<file path="src/rtl/lcd_pkg.sv">
// Shared LCD definitions: command opcodes, sequencer state encoding and the
// power-up command/data table used by the init sequencer.
package lcd_pkg;

   localparam logic [7:0] CMD_SWRESET    = 8'h01;
   localparam logic [7:0] CMD_SLPOUT     = 8'h11;
   localparam logic [7:0] CMD_COLMOD     = 8'h3A;
   localparam logic [7:0] CMD_MADCTL     = 8'h36;
   localparam logic [7:0] CMD_INVON      = 8'h21;
   localparam logic [7:0] CMD_NORON      = 8'h13;
   localparam logic [7:0] CMD_DISPON     = 8'h29;
   localparam logic [7:0] CMD_SET_COLUMN = 8'h2A;
   localparam logic [7:0] CMD_SET_PAGE   = 8'h2B;
   localparam logic [7:0] CMD_WRITE_RAM  = 8'h2C;

   localparam int unsigned CNT_W    = 22;
   localparam logic [3:0]  SEQ_LAST = 4'd8;

   typedef struct packed {
      logic       dc;
      logic [7:0] byte_val;
      logic       delay_after;
   } seq_entry_t;

   typedef enum logic [2:0] {
      StIdle, StHwrstLow, StHwrstWait, StLoad, StSend, StDelay, StDone
   } state_e;

   function automatic seq_entry_t seq_entry(input logic [3:0] idx,
                                            input logic [7:0] colmod_val,
                                            input logic [7:0] madctl_val);
      seq_entry_t e;
      e = '{dc: 1'b0, byte_val: 8'h00, delay_after: 1'b0};
      case (idx)
         4'd0:    e = '{dc: 1'b0, byte_val: CMD_SWRESET, delay_after: 1'b1};
         4'd1:    e = '{dc: 1'b0, byte_val: CMD_SLPOUT,  delay_after: 1'b1};
         4'd2:    e = '{dc: 1'b0, byte_val: CMD_COLMOD,  delay_after: 1'b0};
         4'd3:    e = '{dc: 1'b1, byte_val: colmod_val,  delay_after: 1'b0};
         4'd4:    e = '{dc: 1'b0, byte_val: CMD_MADCTL,  delay_after: 1'b0};
         4'd5:    e = '{dc: 1'b1, byte_val: madctl_val,  delay_after: 1'b0};
         4'd6:    e = '{dc: 1'b0, byte_val: CMD_INVON,   delay_after: 1'b0};
         4'd7:    e = '{dc: 1'b0, byte_val: CMD_NORON,   delay_after: 1'b0};
         4'd8:    e = '{dc: 1'b0, byte_val: CMD_DISPON,  delay_after: 1'b1};
         default: e = '{dc: 1'b0, byte_val: 8'h00,       delay_after: 1'b0};
      endcase
      return e;
   endfunction

endpackage

</file>
<file path="src/rtl/lcd_delay_timer.sv">
// Cycle counter that raises o_term in the N-th enabled cycle (N=0 behaves as 1)
// and restarts itself on terminal count or clear.
module lcd_delay_timer
   import lcd_pkg::*;
(
   input  logic             i_clk,
   input  logic             i_rst,
   input  logic             i_clear,
   input  logic             i_en,
   input  logic [CNT_W-1:0] i_limit,
   output logic             o_term
);

   logic [CNT_W-1:0] r_cnt;

   assign o_term = i_en && ((i_limit == '0) || (r_cnt >= i_limit - CNT_W'(1)));

   always_ff @(posedge i_clk or posedge i_rst) begin
      if (i_rst) begin
         r_cnt <= '0;
      end else if (i_clear || o_term) begin
         r_cnt <= '0;
      end else if (i_en) begin
         r_cnt <= r_cnt + CNT_W'(1);
      end
   end

endmodule

</file>
<file path="src/rtl/lcd_init_seq.sv">
// Power-up sequencer for the SPI LCD: panel hardware reset, fixed command/data
// sequence with settle delays, then a one-cycle o_done to the picture drawer.
module lcd_init_seq
   import lcd_pkg::*;
#(
   parameter int unsigned DELAY      = 2_700_000,
   parameter int unsigned RST_PULSE  = 270,
   parameter logic [7:0]  COLMOD_VAL = 8'h66,
   parameter logic [7:0]  MADCTL_VAL = 8'h00
) (
   input  logic       i_clk,
   input  logic       i_rst,
   input  logic       i_start,
   input  logic       i_byte_done,
   output logic [7:0] o_byte,
   output logic       o_dc,
   output logic       o_we,
   output logic       o_lcd_rst,
   output logic       o_busy,
   output logic       o_done
);

   localparam logic [CNT_W-1:0] DELAY_CNT = CNT_W'(DELAY);
   localparam logic [CNT_W-1:0] RST_CNT   = CNT_W'(RST_PULSE);

   state_e           r_state;
   logic [3:0]       r_index;
   logic             w_tmr_en;
   logic             w_term;
   logic [CNT_W-1:0] w_limit;
   seq_entry_t       w_entry;

   // One timer serves all wait states; it is held cleared everywhere else.
   assign w_tmr_en = (r_state == StHwrstLow) || (r_state == StHwrstWait) ||
                     (r_state == StDelay);
   assign w_limit  = (r_state == StHwrstLow) ? RST_CNT : DELAY_CNT;
   assign w_entry  = seq_entry(r_index, COLMOD_VAL, MADCTL_VAL);

   lcd_delay_timer u_timer (
      .i_clk   (i_clk),
      .i_rst   (i_rst),
      .i_clear (!w_tmr_en),
      .i_en    (w_tmr_en),
      .i_limit (w_limit),
      .o_term  (w_term)
   );

   always_ff @(posedge i_clk or posedge i_rst) begin
      if (i_rst) begin
         r_state   <= StIdle;
         r_index   <= '0;
         o_byte    <= '0;
         o_dc      <= 1'b0;
         o_we      <= 1'b0;
         o_lcd_rst <= 1'b1;
         o_busy    <= 1'b0;
         o_done    <= 1'b0;
      end else begin
         o_we   <= 1'b0;
         o_done <= 1'b0;
         unique case (r_state)
            StIdle: begin
               if (i_start) begin
                  r_index   <= '0;
                  o_busy    <= 1'b1;
                  o_lcd_rst <= 1'b0;
                  r_state   <= StHwrstLow;
               end
            end
            StHwrstLow: begin
               if (w_term) begin
                  o_lcd_rst <= 1'b1;
                  r_state   <= StHwrstWait;
               end
            end
            StHwrstWait: begin
               if (w_term) r_state <= StLoad;
            end
            StLoad: begin
               o_byte  <= w_entry.byte_val;
               o_dc    <= w_entry.dc;
               o_we    <= 1'b1;
               r_state <= StSend;
            end
            StSend: begin
               if (i_byte_done) begin
                  if (w_entry.delay_after) begin
                     r_state <= StDelay;
                  end else if (r_index == SEQ_LAST) begin
                     r_state <= StDone;
                  end else begin
                     r_index <= r_index + 4'd1;
                     r_state <= StLoad;
                  end
               end
            end
            StDelay: begin
               if (w_term) begin
                  if (r_index == SEQ_LAST) begin
                     r_state <= StDone;
                  end else begin
                     r_index <= r_index + 4'd1;
                     r_state <= StLoad;
                  end
               end
            end
            StDone: begin
               o_done  <= 1'b1;
               o_busy  <= 1'b0;
               r_state <= StIdle;
            end
            default: r_state <= StIdle;
         endcase
      end
   end

endmodule
</file>
<file path="config.mk">
export PLATFORM = sky130hd
export DESIGN_NAME = lcd_init_seq
export DESIGN_NICKNAME = d
export VERILOG_FILES = /design/src/rtl/lcd_pkg.sv /design/src/rtl/lcd_delay_timer.sv /design/src/rtl/lcd_init_seq.sv
export SDC_FILE = /design/constraint.sdc
export NUM_CORES = 1
export LEC_CHECK = 0
export BUFFER_PORTS_ARGS = -buffer_cell sky130_fd_sc_hd__buf_4
export CAP_MARGIN = 25
export CORE_MARGIN = 4
export CORE_UTILIZATION = 39
export CTS_CLUSTER_DIAMETER = 150
export DETAILED_ROUTE_END_ITERATION = 8
export SLEW_MARGIN = 0
export SYNTH_ARGS = -nofsm -noshare
export SYNTH_HDL_FRONTEND = slang
export SYNTH_HIERARCHICAL = 1
export SYNTH_SLANG_ARGS = --single-unit
</file>
<file path="constraint.sdc">
create_clock -name i_clk -period 5.3 [get_ports i_clk]
set_clock_uncertainty 0.1 [all_clocks]
set_input_delay 0.265 -clock i_clk [delete_from_list [all_inputs] [get_ports i_clk]]
set_output_delay 0.265 -clock i_clk [all_outputs]
set_load 0.02 [all_outputs]
</file>
==> impl_metrics.env <==
export IMPL_syn_area_per_cell_um2=8.882
export IMPL_path_class="reg2reg"
export IMPL_power_leakage_uw=0.001595
export IMPL_synth_adder_area_share_pct=12.73
export IMPL_cp_slowest_cell="dfrtp_1"
export IMPL_drc=0
export IMPL_multi_input_area_um2=1994
export IMPL_r2r_cells=19
export IMPL_power_total_uw=1334
export IMPL_clock_latency_ns=0.30
export IMPL_die_y_um=96.39
export IMPL_relSlewSlack_pct=41.82
export IMPL_worst_pin_slew_ns=0.8717
export IMPL_wl_per_cell_um=12.68
export IMPL_dr_total_vias=2450
export IMPL_power_density_nw_per_um2=383.0
export IMPL_layout_drive_gt1_share_pct=10.08
export IMPL_yosysTopAreaCellShare_pct=32.85
export IMPL_drtIter0Drc=79
export IMPL_synthSimpleGateAreaFrac_pct=23.98
export IMPL_path_clk_slew_ns=0.09
export IMPL_yosys_top_cells_count="dfrtp_1 (40), nand2_1 (33), ha_1 (31)"
export IMPL_synth_most_common_cell="dfrtp_1"
export IMPL_synth_edff_count=0
export IMPL_dieArea_um2=9290
export IMPL_syn_inst=343
export IMPL_cts_root_buf="clkbuf_8"
export IMPL_slowest_delay_ns=0.49
export IMPL_antenna_cells=0
export IMPL_via_per_inst=5.041
export IMPL_cts_inserted_buffers=5
export IMPL_synth_top_family_by_area="simple AND/OR/NAND/NOR gates"
export IMPL_gr_usage_all_layers_pct=14.39
export IMPL_core_um2=7408
export IMPL_startpoint_type="register"
export IMPL_syn_area_um2=3047
export IMPL_routed_wl_met2_um=2868
export IMPL_crit_chain="inv_1 -> nand2_1 -> nor2_1 -> inv_1 -> nor4_1 -> nor2b_1 -> nand3_1 -> or2_1 -> nor4_2 -> xnor2_1 -> ha_1 -> nand4_1 -> nor4_1 -> a211oi_2 -> a21boi_2 -> nand2b_1 -> nand3_1 -> nor2_2 -> mux2i_1"
export IMPL_arrival_ns=4.76
export IMPL_wl_met1_um=3071
export IMPL_ant_nets=0
export IMPL_cts_repair_resize_count=0
export IMPL_drt_first_pass_iters=4
export IMPL_clockBufferDepth=2
export IMPL_fin_crit_sh_pct=87.49
export IMPL_synth_mux_area_share_pct=2.053
export IMPL_critPathTopFamily="simple AND/OR/NAND/NOR gates"
export IMPL_finalHoldViolations=0
export IMPL_yosys_register_bits=41
export IMPL_dp_hpwl_um=4791
export IMPL_hold_path_class="in2async"
export IMPL_yosysTopAreaCell="dfrtp_1"
export IMPL_place_congestion=0.8730
export IMPL_register_area_um2=1027
export IMPL_num_rows=31
export IMPL_die_x_um=96.39
export IMPL_design_area_um2=3482
export IMPL_routed_wl_um=6163
export IMPL_endpoint_kind="register"
export IMPL_overflow=0
export IMPL_start_util_pct=41.12
export IMPL_ctsHoldBuffers=0
export IMPL_cp_num_buf_inv=2
export IMPL_postCtsSetupRepairBufs=0
export IMPL_grt_setup_unrepaired="false"
export IMPL_antenna_found_initial=0
export IMPL_yosys_top_cells_area="dfrtp_1 (33%), ha_1 (13%), xnor2_1 (7.2%)"
export IMPL_max_vdd_ir_drop_v=0.0002546
export IMPL_topRoutingLayerUsed="met4"
export IMPL_wl_met3_um=164
export IMPL_num_nets_final=421
export IMPL_fill_cells=729
export IMPL_numPortBuffers=15
export IMPL_synth_compound_area_share_pct=11.38
export IMPL_ys_types=48
export IMPL_max_freq_mhz=215.7
export IMPL_syn_to_final_growth_pct=14.29
export IMPL_placed_area_um2=3348
export IMPL_layout_min_cycle_time_ns=4.637
export IMPL_cts_tree="yes"
export IMPL_cp_num_cells=19
export IMPL_htree_levels=2
export IMPL_ys_seq_area_share_pct=33.72
export IMPL_outcome="finished, final reports clean"
export IMPL_grt_max_degree=25
export IMPL_setup_viol=0
export IMPL_worst_ep_required_time_ns=5.42
export IMPL_drv_slew=0
export IMPL_async_reset_ff_share_pct=100.0
export IMPL_clock_sink_count=41
export IMPL_synthXorXnorAreaFrac_pct=11.50
export IMPL_cp_max_fo=14
export IMPL_setup_tns_final_ns=0
export IMPL_maxCapViolations=0
export IMPL_ios=17
export IMPL_yosys_warnings=6
export IMPL_grt_pass1_vias=2298
export IMPL_grt_pass1_wl_um=10680
export IMPL_ys_flop_type="dfrtp_1"
layout by cell type, fill, tap and decap left out, types with 5 or more instances in the layout:
master,count
xnor2_1,25
clkbuf_8,5
o21ai_0,9
nand3_1,7
buf_4,19
conb_1,31
nand4_1,12
nand2b_1,9
nand2_1,33
a21oi_1,24
nor2_1,22
ha_1,31
dfrtp_1,40
nor4_1,7
nor2b_1,7
nor3_1,26
inv_1,16
xor2_1,15
worst paths after layout:
check	endpoint	startpoint	slack, ns
max in group asynchronous	u_timer/r_cnt[10]	i_rst	4.50
worst min-delay path	o_dc	i_rst	0.01
min in group i_clk	r_state[1]	i_byte_done	0.17
worst min register to register	o_byte[6]	o_byte[6]	0.39
worst max-delay path	r_index[2]	r_state[1]	0.66
worst max register to register	r_index[2]	r_state[1]	0.66
sequential cells by signal, indices dropped and copies added (netlist names):
name / cells
o_busy: 1
o_byte: 7
o_dc: 1
o_done: 1
o_lcd_rst: 1
o_we: 1
r_index: 4
r_state: 3
u_timer/r_cnt: 22
per-layer routing:
layer  vias up  track usage, %
li1       1272               -
met2        24           23.29
met1      1146           19.84
met5         -               0
met3         8           2.943
met4         0           3.271
per-stage QoR:
stage	utilization, %	cells	hold slack, ns	setup WS, ns
5_1_grt	47.00	486	0.06020	0.1610
2_1_floorplan	-	373	0.1154	0.1119
6_report	47.00	486	0.01035	0.6631
4_1_cts	47.00	486	0.03793	0.6314
3_3_place_gp	45.20	478	0.3605	0.7486
3_5_place_dp	45.20	478	0.3682	0.6631
area by class of cell:
class                           instances  share of cell area [%]
Clock buffer                            5                   1.976
Tap cell                               99                   3.557
Clock inverter                          3                   1.868
Multi-Input combinational cell        303                   57.28
Sequential cell                        41                   29.50
Timing Repair Buffer                   19                   4.096
Inverter                               16                   1.725
power by group:
group / leakage, µW / switching (µW) / internal, µW
Combinational: 0.000981 / 351 / 246
Sequential: 0.000546 / 73.3 / 365
Clock: 0.0000681 / 111 / 187
cell families after synthesis:
family                     count (synthesis)
DFF                                       41
muxes                                      6
buffers and inverters                     29
xor gates and xnor gates                  40
adders and majority gates                 31
and+or+nand+nor                          140
other                                      1
AOI/OAI and AO/OA                         55
No activity file was read; power rests on OpenSTA's default activity.
